==> src/rtl/uart_bus_pkg.sv <==
// Shared definitions for the UART phi2 bus initiator: register map,
// status bit positions and the bus-cycle FSM state encoding.
package uart_bus_pkg;

    localparam logic [1:0] UART_ADDR_STATUS = 2'd0;
    localparam logic [1:0] UART_ADDR_RXDATA = 2'd1;
    localparam logic [1:0] UART_ADDR_TXDATA = 2'd2;

    localparam int STAT_TX_FULL  = 0;
    localparam int STAT_RX_EMPTY = 1;

    typedef enum logic [1:0] {
        ST_IDLE,
        ST_PEND,
        ST_LOW,
        ST_HIGH
    } bus_state_t;

endpackage

==> src/rtl/uart_bus_initiator_phi2_gen.sv <==
// Free-running phi2 generator: phi2 toggles every PHI2_HALF clks.
// Ports: i_clk, i_nrst (async low) -> o_phi2, o_rise_tick, o_fall_tick.
module phi2_gen #(
    parameter int PHI2_HALF = 8
) (
    input  logic i_clk,
    input  logic i_nrst,
    output logic o_phi2,
    output logic o_rise_tick,
    output logic o_fall_tick
);

    localparam int CW = (PHI2_HALF > 1) ? $clog2(PHI2_HALF) : 1;

    logic [CW-1:0] r_cnt;
    logic          r_phi2;
    logic          w_tick;

    assign w_tick = (r_cnt == CW'(PHI2_HALF - 1));

    always_ff @(posedge i_clk or negedge i_nrst) begin
        if (!i_nrst) begin
            r_cnt  <= '0;
            r_phi2 <= 1'b0;
        end else if (w_tick) begin
            r_cnt  <= '0;
            r_phi2 <= ~r_phi2;
        end else begin
            r_cnt  <= r_cnt + CW'(1);
        end
    end

    // Ticks mark the clk edge on which phi2 changes level.
    assign o_phi2      = r_phi2;
    assign o_rise_tick = w_tick & ~r_phi2;
    assign o_fall_tick = w_tick &  r_phi2;

endmodule

==> src/rtl/uart_bus_initiator.sv <==
// Bus master turning valid/ready commands into single 6502-style phi2
// read/write cycles on addr/ncs/nwe/data; one-clk rsp_valid on completion.
module uart_bus_initiator
    import uart_bus_pkg::*;
#(
    parameter int PHI2_HALF = 8,
    parameter int ADDR_W    = 2
) (
    input  logic              clk,
    input  logic              nrst,
    input  logic              cmd_valid,
    output logic              cmd_ready,
    input  logic              cmd_we,
    input  logic [ADDR_W-1:0] cmd_addr,
    input  logic [7:0]        cmd_wdata,
    output logic              rsp_valid,
    output logic [7:0]        rsp_rdata,
    output logic              phi2,
    output logic [ADDR_W-1:0] addr,
    output logic              ncs,
    output logic              nwe,
    output logic [7:0]        data_out,
    output logic              data_oe,
    input  logic [7:0]        data_in
);

    bus_state_t        r_state;
    bus_state_t        w_state_nx;

    logic              w_rise;
    logic              w_fall;

    logic              r_hold_we;
    logic [ADDR_W-1:0] r_hold_addr;
    logic [7:0]        r_hold_wdata;
    logic              r_ncs;
    logic              r_nwe;
    logic [ADDR_W-1:0] r_addr;
    logic [7:0]        r_data_out;
    logic              r_data_oe;
    logic              r_rsp_valid;
    logic [7:0]        r_rsp_rdata;

    logic              w_hold_we_nx;
    logic [ADDR_W-1:0] w_hold_addr_nx;
    logic [7:0]        w_hold_wdata_nx;
    logic              w_ncs_nx;
    logic              w_nwe_nx;
    logic [ADDR_W-1:0] w_addr_nx;
    logic [7:0]        w_data_out_nx;
    logic              w_data_oe_nx;
    logic              w_rsp_valid_nx;
    logic [7:0]        w_rsp_rdata_nx;

    phi2_gen #(
        .PHI2_HALF (PHI2_HALF)
    ) u_phi2 (
        .i_clk       (clk),
        .i_nrst      (nrst),
        .o_phi2      (phi2),
        .o_rise_tick (w_rise),
        .o_fall_tick (w_fall)
    );

    always_ff @(posedge clk or negedge nrst) begin
        if (!nrst) begin
            r_state <= ST_IDLE;
        end else begin
            r_state <= w_state_nx;
        end
    end

    always_comb begin
        w_state_nx = r_state;
        unique case (r_state)
            ST_IDLE: if (cmd_valid) w_state_nx = ST_PEND;
            ST_PEND: if (w_fall)    w_state_nx = ST_LOW;
            ST_LOW:  if (w_rise)    w_state_nx = ST_HIGH;
            ST_HIGH: if (w_fall)    w_state_nx = ST_IDLE;
        endcase
    end

    // Next values of the registered bus/response outputs.
    always_comb begin
        w_hold_we_nx    = r_hold_we;
        w_hold_addr_nx  = r_hold_addr;
        w_hold_wdata_nx = r_hold_wdata;
        w_ncs_nx        = r_ncs;
        w_nwe_nx        = r_nwe;
        w_addr_nx       = r_addr;
        w_data_out_nx   = r_data_out;
        w_data_oe_nx    = r_data_oe;
        w_rsp_valid_nx  = 1'b0;
        w_rsp_rdata_nx  = r_rsp_rdata;
        unique case (r_state)
            ST_IDLE: begin
                if (cmd_valid) begin
                    w_hold_we_nx    = cmd_we;
                    w_hold_addr_nx  = cmd_addr;
                    w_hold_wdata_nx = cmd_wdata;
                end
            end
            ST_PEND: begin
                // Cycle opens on a phi2 fall: address phase is phi2 low.
                if (w_fall) begin
                    w_ncs_nx  = 1'b0;
                    w_addr_nx = r_hold_addr;
                    w_nwe_nx  = ~r_hold_we;
                end
            end
            ST_LOW: begin
                if (w_rise && r_hold_we) begin
                    w_data_out_nx = r_hold_wdata;
                    w_data_oe_nx  = 1'b1;
                end
            end
            ST_HIGH: begin
                // data_in is sampled on the last clk of phi2 high.
                if (w_fall) begin
                    if (!r_hold_we) begin
                        w_rsp_rdata_nx = data_in;
                    end
                    w_ncs_nx       = 1'b1;
                    w_nwe_nx       = 1'b1;
                    w_data_oe_nx   = 1'b0;
                    w_data_out_nx  = 8'h00;
                    w_rsp_valid_nx = 1'b1;
                end
            end
        endcase
    end

    always_ff @(posedge clk or negedge nrst) begin
        if (!nrst) begin
            r_hold_we    <= 1'b0;
            r_hold_addr  <= '0;
            r_hold_wdata <= 8'h00;
            r_ncs        <= 1'b1;
            r_nwe        <= 1'b1;
            r_addr       <= '0;
            r_data_out   <= 8'h00;
            r_data_oe    <= 1'b0;
            r_rsp_valid  <= 1'b0;
            r_rsp_rdata  <= 8'h00;
        end else begin
            r_hold_we    <= w_hold_we_nx;
            r_hold_addr  <= w_hold_addr_nx;
            r_hold_wdata <= w_hold_wdata_nx;
            r_ncs        <= w_ncs_nx;
            r_nwe        <= w_nwe_nx;
            r_addr       <= w_addr_nx;
            r_data_out   <= w_data_out_nx;
            r_data_oe    <= w_data_oe_nx;
            r_rsp_valid  <= w_rsp_valid_nx;
            r_rsp_rdata  <= w_rsp_rdata_nx;
        end
    end

    assign cmd_ready = (r_state == ST_IDLE);
    assign rsp_valid = r_rsp_valid;
    assign rsp_rdata = r_rsp_rdata;
    assign addr      = r_addr;
    assign ncs       = r_ncs;
    assign nwe       = r_nwe;
    assign data_out  = r_data_out;
    assign data_oe   = r_data_oe;

endmodule

==> config.mk <==
export PLATFORM = sky130hd
export DESIGN_NAME = uart_bus_initiator
export DESIGN_NICKNAME = d
export VERILOG_FILES = /design/src/rtl/uart_bus_pkg.sv /design/src/rtl/uart_bus_initiator_phi2_gen.sv /design/src/rtl/uart_bus_initiator.sv
export SDC_FILE = /design/constraint.sdc
export NUM_CORES = 1
export LEC_CHECK = 0
export CAP_MARGIN = 0
export CORE_UTILIZATION = 42
export DETAILED_ROUTE_END_ITERATION = 7
export PLACE_DENSITY = 0.86
export SYNTH_ARGS = -nofsm -noshare
export SYNTH_HDL_FRONTEND = slang
export SYNTH_SLANG_ARGS = --single-unit
export TNS_END_PERCENT = 5
==> constraint.sdc <==
create_clock -name clk -period 1.6 [get_ports clk]
set_input_delay 0.32 -clock clk [delete_from_list [all_inputs] [get_ports clk]]
set_output_delay 0.32 -clock clk [all_outputs]
set_load 0.1 [all_outputs]
# Word-level counts from Yosys, hierarchy flattened

Index checks and enable logic that the tools add are counted.

Register bits: 39
Bits of input ports: 22

Add/subtract/negate cells: 1
Equal/unequal tests: 9
Muxes and demuxes: 18
Bitwise logic cells: 4
Reduce and logical (&&, ||, !) cells: 10

Operators with widths:

| cell                | count |
|---|---|
| $mux 8              | 2 |
| $pmux 8 s2          | 1 |
| $reduce_and 3->1    | 3 |
| $mux 2              | 4 |
| $pmux 2 s4          | 1 |
| $mux 1              | 6 |
| $ne 2x2->1 const B  | 3 |
| $pmux 1 s2          | 3 |
| $eq 2x2->1 const B  | 2 |
| $ne 2x1->1 const B  | 2 |
| $reduce_and 2->1    | 2 |
| $reduce_and 4->1    | 1 |
| $reduce_bool 2->1   | 2 |
| $add 3x1->3 const B | 1 |
| $eq 3x3->1 const B  | 1 |
| $mux 3              | 1 |
| $and 1x1->1         | 2 |
| $eq 2x1->1 const B  | 1 |
| $logic_not 2->1     | 1 |
| $not 1->1           | 2 |
| $logic_and 1x1->1   | 1 |

# Logic depth before layout (Yosys ltp)

Gate-level depths: netlist (run 1).

Depth after elaboration: 5
Depth in mapped cells: 6

# Hierarchy

Synthesis (run 1) repeated with hierarchy kept, for this count alone.

Cells, all modules: 115
Area total of the unflattened synthesis: 1680.4 um^2

By module, submodules not included:

| module             | instances | cells an instance | area each (um^2) |
|---|---|---|---|
| uart_bus_initiator | 1         | 105               | 1526.5 |
| phi2_gen           | 1         | 10                | 153.9 |

# Worst setup path after synthesis (run 1)

Ideal clock, no wire load.

Path kind: register -> register
Start point: reg r_state[0]
End point: reg r_hold_addr[0]
Setup time: 0.125 ns
Arrival: 1.947 ns
Data required time: 1.475 ns
Path slack: -0.471 ns
Stages on the path, launching flop included: 6
Clock period less this slack: 2.071 ns
Cells stage by stage: dfrtp_1 inv_1 ha_1 nand2_1 buf_2 mux2_2

Longest elaborated chain between the ends: 2

RTL lines:

| what                       | line                      | text |
|---|---|---|
| from (decl)                | uart_bus_initiator.sv:27  | `bus_state_t r_state;` |
| from (signal assigned)     | uart_bus_initiator.sv:69  | `r_state <= w_state_nx;` |
| $logic_not 2->1            | n/a                       |  |
| via cmd_ready              | uart_bus_initiator.sv:12  | `output logic cmd_ready,` |
| $reduce_and 2->1 (no line) | n/a                       |  |
| to (signal assigned)       | uart_bus_initiator.sv:147 | `r_hold_addr <= w_hold_addr_nx;` |
| to (decl)                  | uart_bus_initiator.sv:34  | `logic [ADDR_W-1:0] r_hold_addr;` |

The timed path passes the listed nets, and every way through them passes these cells.
A chain may end at the register's enable or synchronous reset.

# Worst setup path in the final report (run 1)

Start point: reg r_state[0]
End point: reg r_state[1]

Longest elaborated chain between the ends: 3
Elaborated cells between the ends (all ways): 10

RTL lines:

| what                                               | line                     | text |
|---|---|---|
| $eq 2x1->1 (tied with other cells)                 | uart_bus_initiator.sv:75 | `unique case (r_state)` |
| $ne 2x1->1 (no line) or $ne 2x2->1 (tied branches) | n/a                      |  |
| $reduce_and 4->1 (no line)                         | n/a                      |  |

Parallel ways exist; a longest one is shown, timed or not.

==> flow_summary_export.csv, run 1 <==
group,metric,value,unit
worst_setup_path,crit_required,1770,ps
synth,synth_top_area_share,55.64,%
cts,root_buffer,"clkbuf_8",
floorplan,dieArea,4218,um^2
worst_setup_path,cpMaxStageDelayCell,"dfrtp_2",
synth,synth.distinct_cells,31,
timing,finalHoldViolCount,0,
synth,avgSynthCellArea,15.41,um^2
worst_hold_path,hold_path_end,"u_phi2.r_cnt[0]",
place,hpwl,2.638,mm
worst_setup_path,cp_slowest_stage_delay,420,ps
layout,antenna_cells,0,
timing,fin_crit_sh,99.44,%
flow_run,maxCapViolCount,0,
layout,regArea,982.2,um^2
cts,clk_latency,290,ps
place,post-place-cells,204,
timing,worst_pin_slew,441.8,ps
place,io_buffers,45,
route,post-route-drc-count,0,
synth,yosysSeqAreaShare,58.80,%
route,ant_nets,0,
timing,slew_headroom,70.55,%
floorplan,ios,46,
worst_setup_path,worst-path-buf-inv,1,
synth,synthFlopType,"dfrtp_1",
timing,fin_tns_setup,0,ps
layout,final_nets,195,
synth,synth.most_common_cell,"dfrtp_1",
outcome,status,"finished clean",
synth,synth_area_leaders,"dfrtp_1 56%, mux2_2 8.8%, mux2_4 7.2%",
route,num_vias,1117,
synth,ys_ff_latch,39,
route,viasPerCell,5.195,
grt,gr-usage-all-layers,20.54,%
timing,slew_viol_final,0,
worst_hold_path,min-delay-start,"u_phi2.r_cnt[0]",
floorplan,rows,22,
synth,synth_edf_count,0,
worst_setup_path,worstSetupPathType,"register to register",
grt,grt_pass1_wl,6.258,mm
route,wirelength,3.737,mm
grt,grt_pass1_vias,1286,
cts,clk_pin_slew_worst_paths,70,ps
timing,finalSetupViolations,0,
worst_setup_path,reg2reg_to,"r_state[1]",
route,firstDrtPassIters,5,
layout,multi_input_area,714.4,um^2
route,wl_per_cell,17.38,um
synth,ys_top_cells_by_count,"37 x dfrtp_1, 13 x mux2_2, 8 x a22o_1, 8 x mux2_4, 7 x ha_1",
worst_setup_path,endpoint_kind,"register",
synth,ys_warn_count,0,
timing,period_minus_slack,1591,ps
timing,rsz0062_at_grt,"true",
worst_setup_path,r2r-start,"r_state[0]",
synth,async_flop_share,100.0,%
worst_setup_path,crit_family,"flip-flops",
synth,synthesis.area,1664,um^2
floorplan,die_w,64.95,um
route,drt_iter0_drc,18,
floorplan,start_util,44.45,%
timing,clock_skew,5.220,ps
worst_setup_path,worstPathMaxFanout,4,
layout,syn2layout_area_growth,61.35,%
synth,syn_inst,108,
grt,grt_max_degree,21,
worst_setup_path,path_cells,"inv_2, ha_4, and2b_1, a211oi_4, mux2_4",
floorplan,die_h,64.95,um
layout,n_fill_cell,250,
worst_setup_path,worstPathArrival,1770,ps
worst_hold_path,hold_class,"register to register",
cts,clockBufferDepth,2,
layout,stdcell_count,215,
grt,antenna_found_initial,0,
timing,fmax,628.5,MHz
worst_hold_path,hold_depth,1,
synth,syn_nets,137,
cts,cts_tree,"yes",
synth,yosys.area.top_type,"dfrtp_1",
grt,grt_overflow,0,
worst_setup_path,reg2reg_slack,9,ps
place,gp_congestion,0.8237,
worst_setup_path,start_kind,"register",
floorplan,coreArea,3744,um^2
cts,cts_sinks,39,
cts,cts_buffers,5,
worst_setup_path,worstRegToRegCells,5,
cts,cts_max_level,2,
layout,drive_gt1_share,50.30,%
-- kinds of logic (layout without fill, tap and decap cells) --
kind of cell	count (synthesis)	count (layout)	synth area share, %
DFF	39	39	58.80
AOI/OAI and AO/OA	19	19	9.926
and+or+nand+nor	13	13	6.240
muxes	22	22	16.69
buffers and inverters	7	66	2.556
adders and majority gates	7	7	5.263
xor gates and xnor gates	1	1	0.5264
-- cell type report --
class | count | area share, %
well taps | 48 | 2.237
clock inverters | 2 | 2.237
inverters | 4 | 0.5592
clock buffers | 6 | 2.703
flip-flops and latches | 39 | 36.58
repair buffers | 54 | 29.08
multi-input cells | 62 | 26.61
-- sequential cells by signal, indices dropped and copies added, names as in the netlist, 2 cells and up --
register      flops
data_out          8
r_hold_wdata      8
rsp_rdata         8
u_phi2.r_cnt      3
addr              2
r_hold_addr       2
r_state           2
-- placed cells by master (no fill, tap or decap), drive strengths merged, types with 2 or more instances in the layout --
master and n:
clkdlybuf4s50 20, buf 33, clkbuf 6, bufinv 2, a21oi 2, dfstp 2, nand2 4, dfrtp 37
o21ai 3, mux2 22, ha 7, a22o 8, inv 4
-- metal layers --
layer | wire length (um) | GRT usage (%) | vias to the layer above
met5 | 0 | 0 | -
met4 | 33 | 5.000 | 0
met3 | 228 | 6.690 | 3
met2 | 1932 | 36.07 | 47
met1 | 1542 | 24.00 | 569
li1 | - | - | 498
-- what timing repair did --
action                                 CTS  global route
setup endpoints to repair               19            18
pin swaps                                2             6
setup buffers                            2             0
endpoints found under the hold margin   17             0
hold buffers                             1             0
gates resized for setup                  8             7
-- worst max path at each step --
stage,start,end,cells past startpoint
after floorplan,u_phi2.o_phi2,r_state[1],4
after global placement,r_state[0],data_out[1],5
after detailed placement,r_state[0],data_out[3],5
after CTS,r_state[0],r_state[1],5
after global routing,r_state[0],r_state[1],5
final,r_state[0],r_state[1],5
-- worst reg2reg max path: cells and delay by family, from the launching register on --
family | cells | cell delay (ps)
buffers and inverters | 1 | 90
AOI/OAI and AO/OA | 1 | 270
DFF | 1 | 420
and+or+nand+nor | 1 | 190
muxes | 1 | 320
adders and majority gates | 1 | 180
-- stage by stage --
step | instance area, um^2 | setup WS, ps | utilization (%) | hold WS [ps]
after floorplan | 1678 | -48.50 | - | 24.41
after detailed placement | 2454 | -155.6 | 65.54 | 292.0
after CTS | 2656 | -6.539 | 70.96 | 442.8
final | 2685 | 8.883 | 71.72 | 446.6
after global routing | 2685 | -35.60 | 71.72 | 475.9
after global placement | 2454 | -43.59 | 65.54 | 270.9
Power of run 1 is left out: the tool's default activity adds up to more than one toggle a clock period on the data nets, which glitch-free logic cannot reach.
==> run 2: changes to the inputs <==
--- a/config.mk
+++ b/config.mk
@@ -6,10 +6,11 @@
 export NUM_CORES = 1
 export LEC_CHECK = 0
 export CAP_MARGIN = 0
-export CORE_UTILIZATION = 42
+export CORE_UTILIZATION = 43
 export DETAILED_ROUTE_END_ITERATION = 7
-export PLACE_DENSITY = 0.86
+export PLACE_DENSITY = 0.87
 export SYNTH_ARGS = -nofsm -noshare
 export SYNTH_HDL_FRONTEND = slang
+export SYNTH_HIERARCHICAL = 1
 export SYNTH_SLANG_ARGS = --single-unit
 export TNS_END_PERCENT = 5
==> constraint.sdc (replaced) <==
create_clock -name clk -period 1.45 [get_ports clk]
set_input_delay 0.29 -clock clk [delete_from_list [all_inputs] [get_ports clk]]
set_output_delay 0.29 -clock clk [all_outputs]
set_load 0.1 [all_outputs]
==> run 2 against run 1 <==
Net effect:
- first-iteration DRC count grew 33%
- synthesized area grew 0.98%
- critical endpoint is now data_out[2]
- via count grew 6.2%
- synthesized cell count grew 6.5%
- clock skew shrank 2.1 ps
- cell count grew 12%
- design area grew 6.2%
- the run now ends with negative setup slack left
- register-to-register slack lost 250 ps
- count of clock-buffer cells in the layout grew 1
- critical path depth is the same
- sequential share of layout area shrank 2.1 points
==> flow_summary_export.csv, run 2 <==
group,metric,value,unit
pwr,p_total,7.131,mW
synth,synthesis.area,1680,um^2
place,dp_slack,-325.1,ps
grt,grt_pass1_wl,6.831,mm
route,wl_per_cell,18.50,um
synth,synth_edf_count,0,
synth,syn_inst,115,
outcome,status,"complete, but fails checks",
worst_setup_path,worstPathMaxFanout,6,
route,drt_iter0_drc,24,
grt,grt_max_degree,18,
floorplan,rows,22,
timing,finalHoldViolCount,0,
floorplan,die_w,64.51,um
worst_setup_path,cp_slowest_stage_delay,420,ps
route,firstDrtPassIters,4,
cts,clk_latency,300,ps
flow_run,maxCapViolCount,0,
worst_setup_path,worstSetupPathType,"register to register",
floorplan,dieArea,4162,um^2
timing,worst_pin_slew,376.8,ps
worst_setup_path,reg2reg_slack,-240,ps
timing,slew_viol_final,0,
floorplan,coreArea,3716,um^2
synth,synth.most_common_cell,"dfrtp_1",
synth,ys_warn_count,6,
synth,synthFlopType,"dfrtp_1",
cts,clockBufferDepth,2,
timing,layout_setup_ws,-241.1,ps
layout,final_common_cell,"dfrtp_1",
grt,gr-usage-all-layers,23.70,%
synth,yosysSeqAreaShare,58.23,%
grt,grt_pass1_vias,1372,
timing,finalSetupViolations,34,
cts,cts_tree,"yes",
grt,antenna_found_initial,0,
layout,drive_gt1_share,55.44,%
cts,root_buffer,"clkbuf_8",
timing,rsz0062_at_grt,"true",
synth,ys_top_cells_by_count,"37 x dfrtp_1, 22 x mux2_2, 8 x mux2_4, 8 x nor2b_1, 7 x ha_1",
worst_setup_path,r2r-start,"r_state[0]",
worst_setup_path,setup.worst_path.end,"data_out[2]",
timing,clock_skew,3.097,ps
synth,avgSynthCellArea,14.61,um^2
route,viasPerCell,4.921,
worst_setup_path,cp-startpoint,"r_state[0]",
synth,synth_area_leaders,"dfrtp_1 55%, mux2_2 15%, mux2_4 7.1%",
place,gp_congestion,0.7579,
synth,ys_ff_latch,39,
route,post-route-drc-count,0,
synth,synth_top_area_share,55.10,%
worst_setup_path,endpoint_kind,"register",
floorplan,start_util,45.22,%
synth,synth.distinct_cells,24,
timing,whs,452.2,ps
cts,cts_sinks,39,
layout,final_cell_mix,"36 x dfrtp_1, 25 x buf_12, 21 x buf_4",
pwr,vdd_ir_drop_max,1434,uV
worst_setup_path,path_cells,"ha_1, nand2b_1, a22oi_4, buf_12, mux2_4",
layout,antenna_cells,0,
timing,fmax,591.3,MHz
grt,grt_overflow,0,
layout,syn2layout_area_growth,69.77,%
worst_setup_path,worstRegToRegCells,5,
layout,final_nets,221,
pwr,power_density,2500,nW/um^2
floorplan,ios,46,
synth,async_flop_share,100.0,%
synth,syn_nets,144,
route,wirelength,4.458,mm
timing,fin_crit_sh,116.6,%
synth,yosys.area.top_type,"dfrtp_1",
cts,clk_pin_slew_worst_paths,70,ps
timing,slew_headroom,74.88,%
route,num_vias,1186,
outcome,violations,"negative setup slack",
worst_setup_path,worstPathArrival,1880,ps
cts,cts_buffers,5,
worst_setup_path,crit_required,1640,ps
timing,period_minus_slack,1691,ps
worst_setup_path,start_kind,"register",
floorplan,die_h,64.51,um
worst_setup_path,cpMaxStageDelayCell,"dfrtp_1",
route,ant_nets,0,
place,io_buffers,45,
place,hpwl,2.934,mm
worst_setup_path,reg2reg_to,"data_out[2]",
cts,cts_max_level,2,
pwr,p_leak,1.365,nW
worst_hold_path,hold_class,"input pin to asynchronous set/reset pin",
[run 2: area by class of cell]
class                      instances  area, um^2
clock inverter                     1       5.005
sequential                        39       982.2
clock buffer                       7       76.32
timing repair buffer              73       929.6
multi-input combinational         68       778.2
inverter                           5       21.27
fill                             215       863.3
tap                               48       60.06
[run 2: per-stage QoR]
stage | util (%) | std cells | setup TNS [ps] | cell area (um^2)
floorplan | - | 115 | -5064 | 1708
global placement | 69.87 | 225 | -4082 | 2596
detailed placement | 69.87 | 225 | -6167 | 2596
CTS | 75.66 | 240 | -4553 | 2811
global route | 76.77 | 241 | -6182 | 2853
finish | 76.77 | 241 | -4879 | 2853
[run 2: power breakdown]
group          internal, mW  switching (mW)  total (mW)
Combinational          1.99            2.53        4.52
Sequential             1.51           0.401        1.91
Clock                 0.337           0.366       0.703
Total                  3.83            3.30        7.13
[run 2: cells by family (layout without fill, tap and decap cells)]
family,after synthesis,count (layout),share of synthesized area (%)
adder cells (fa/ha/maj),7,7,5.212
AO/OA/AOI/OAI,5,5,3.202
XOR/XNOR,1,1,0.5213
multiplexers,32,32,23.08
buffers and inverters,8,86,2.308
flip-flops,39,39,58.23
AND/OR/NAND/NOR,23,23,7.447
[run 2: worst max-delay path, delay by kind of cell (launching register included)]
family,cells,cell delay (ps)
flops,1,420
mux,1,300
fa+ha+maj,1,260
compound gates,1,250
simple gates,1,190
buf+inv,1,160
[run 2: repair_timing]
action,in CTS,in global routing
setup buffers,7,1
resized for setup,20,8
hold buffers,1,0
hold endpoints to repair,13,0
setup endpoints to repair,34,34
pin swaps,5,6
[run 2: routing by layer]
layer	part of all wire (%)	wire, um	vias to the layer above	global-route usage, %
met5	0	0	-	0
met4	3.1	139	0	13.61
met3	5.1	227	9	6.514
met2	54	2408	40	44.21
met1	38	1683	600	23.12
li1	-	-	537	-
[run 2: worst min-delay path by stage]
stage	slack [ps]	startpoint	endpoint	depth (start not counted)
final	450	nrst	r_hold_we	2
after floorplan	-6	nrst	addr[0]	0
after CTS	460	nrst	r_hold_we	2
after global placement	220	nrst	r_hold_we	1
after detailed placement	230	nrst	r_hold_we	1
after global routing	480	nrst	data_out[6]	2
Note: power is estimated with default switching activity, not from simulation.
==> run 3: changes to the inputs <==
--- a/config.mk
+++ b/config.mk
@@ -5,10 +5,12 @@
 export SDC_FILE = /design/constraint.sdc
 export NUM_CORES = 1
 export LEC_CHECK = 0
+export ABC_AREA = 1
 export CAP_MARGIN = 0
-export CORE_UTILIZATION = 43
+export CORE_UTILIZATION = 44
+export CTS_BUF_LIST = sky130_fd_sc_hd__clkbuf_4 sky130_fd_sc_hd__clkbuf_8
 export DETAILED_ROUTE_END_ITERATION = 7
-export PLACE_DENSITY = 0.87
+export PLACE_DENSITY = 0.89
 export SYNTH_ARGS = -nofsm -noshare
 export SYNTH_HDL_FRONTEND = slang
 export SYNTH_HIERARCHICAL = 1
==> run 3 against run 2 <==
Net effect:
- the run still ends with negative setup slack left
- synthesized area up 0.37%
- clock power increased by 3.3%
- clock skew rose by 2.0 ps
- worst hold slack gained 34 ps
- critical endpoint is now cmd_ready
- largest cell class unchanged
- highest routed layer unchanged
==> flow_summary_export.csv, run 3 <==
group,metric,value,unit
layout,final_common_cell,"nand2_1",
synth,synth_area_leaders,"dfrtp_1 55%, nand2_1 15%, nand3_1 5.3%",
grt,grt_pass1_wl,6.223,mm
synth,async_flop_share,100.0,%
floorplan,ios,46,
synth,synth_top_area_share,54.90,%
pwr,power_density,2455,nW/um^2
layout,final_cell_mix,"64 x nand2_1, 36 x dfrtp_1, 25 x buf_12",
route,wirelength,4.096,mm
place,gp_congestion,0.8566,
worst_setup_path,reg2reg_slack,20,ps
layout,final_nets,268,
floorplan,coreArea,3661,um^2
synth,synth.distinct_cells,21,
synth,synthesis.area,1687,um^2
route,viasPerCell,4.927,
layout,final_util,73.68,%
worst_setup_path,reg2reg_to,"data_out[6]",
timing,finalSetupViolations,1,
synth,yosys.area.top_type,"dfrtp_1",
layout,stdcell_count,287,
cts,root_buffer,"clkbuf_8",
timing,slew_headroom,69.42,%
grt,antenna_found_initial,0,
timing,finalHoldViolCount,0,
synth,syn_nets,207,
worst_setup_path,worstPathMaxFanout,4,
cts,cts_tree,"yes",
timing,fmax,679.6,MHz
place,post-place-cells,273,
grt,grt_pass1_vias,1391,
timing,fin_crit_sh,101.5,%
outcome,status,"complete, but fails checks",
route,wl_per_cell,14.27,um
worst_setup_path,worstSetupPathType,"register to primary output",
pwr,p_leak,1.323,nW
cts,cts_buffers,5,
worst_hold_path,hold_class,"input pin to asynchronous set/reset pin",
cts,clockBufferDepth,2,
synth,synth.most_common_cell,"nand2_1",
route,firstDrtPassIters,4,
synth,ys_top_cells_by_count,"69 x nand2_1, 37 x dfrtp_1, 18 x nand3_1, 11 x inv_1, 8 x o21ai_2",
cts,cts_sinks,39,
floorplan,start_util,46.07,%
timing,fin_tns_setup,-21.51,ps
place,io_buffers,45,
timing,clock_skew,5.136,ps
synth,avgSynthCellArea,9.475,um^2
outcome,violations,"negative setup slack",
worst_setup_path,worstPathArrival,1180,ps
synth,ys_warn_count,6,
floorplan,dieArea,4085,um^2
cts,clk_latency,290,ps
pwr,vdd_ir_drop_max,1513,uV
layout,drive_gt1_share,31.38,%
cts,cts_max_level,2,
grt,grt_overflow,0,
synth,syn_inst,178,
worst_setup_path,endpoint_kind,"primary output",
route,drt_iter0_drc,88,
grt,gr-usage-all-layers,20.73,%
floorplan,die_w,63.92,um
route,ant_nets,0,
worst_setup_path,start_kind,"register",
cts,clk_pin_slew_worst_paths,70,ps
worst_setup_path,crit_required,1160,ps
route,post-route-drc-count,0,
floorplan,die_h,63.92,um
layout,syn2layout_area_growth,59.94,%
floorplan,rows,22,
timing,whs,486.1,ps
route,num_vias,1414,
timing,period_minus_slack,1472,ps
timing,slew_viol_final,0,
pwr,p_total,6.623,mW
timing,rsz0062_at_grt,"true",
synth,synthFlopType,"dfrtp_1",
worst_setup_path,worstRegToRegCells,7,
timing,layout_setup_ws,-21.51,ps
synth,yosysSeqAreaShare,58.01,%
grt,grt_max_degree,21,
place,hpwl,2.815,mm
timing,worst_pin_slew,458.7,ps
layout,antenna_cells,0,
flow_run,maxCapViolCount,0,
synth,ys_ff_latch,39,
worst_setup_path,r2r-start,"r_state[0]",
synth,synth_edf_count,0,
## run 3: stage by stage
stage / setup WS [ps] / instance area, um^2
2_1_floorplan: -2.024 / 1714
3_3_place_gp: 32.80 / 2471
3_5_place_dp: -78.10 / 2471
4_1_cts: -12.93 / 2600
5_1_grt: -48.22 / 2698
6_report: -21.51 / 2698
## run 3: per-layer routing
layer	wire length (um)	track usage (%)	vias up	part of all wire, %
met5	0	0	-	0
met4	123	11.93	0	3.0
met3	199	7.143	11	4.9
met2	2250	36.30	46	55
met1	1523	21.31	674	37
li1	-	-	683	-
## run 3: critical path: stages (launching register included)
cell and delay, ps:
dfrtp_1 450, inv_2 120, ha_4 150, buf_12 170
## run 3: area by class of cell
class	instances	area [um^2]
clock buffer	6	82.58
clock inverter	1	5.005
fill	231	963.4
inverter	14	60.06
multi-input combinational	123	720.7
sequential	39	982.2
tap	48	60.06
timing repair buffer	56	787.0
## run 3: kinds of logic after synthesis
logic type	synth area share [%]
flops	58.01
buf+inv	5.489
compound gates	6.825
fa+ha+maj	5.193
simple gates	24.48
## run 3: what timing repair did
action                                  CTS  global route
endpoints found under the setup margin   18            23
hold buffers                              1             0
cloned                                    0             2
pin swaps                                 1             4
setup buffers                             1             3
hold endpoints to repair                 17             0
resized for setup                         5            16
## run 3: how the worst max path moves through the flow
stage	slack, ps	endpoint	start	depth (start not counted)
floorplan	-2	data_out[6]	u_phi2/r_cnt[0]	10
global placement	30	rsp_rdata[6]	u_phi2/r_cnt[0]	9
detailed placement	-80	rsp_rdata[5]	u_phi2/r_cnt[0]	9
CTS	-10	data_out[5]	u_phi2/r_cnt[0]	9
global route	-50	cmd_ready	r_state[1]	3
finish	-20	cmd_ready	r_state[1]	3
## run 3: power by group
| group | switching (mW) | internal (mW) |
|---|---|---|
| clock network | 0.354 | 0.373 |
| registers | 0.368 | 1.49 |
| logic | 2.65 | 1.39 |
| total | 3.37 | 3.26 |
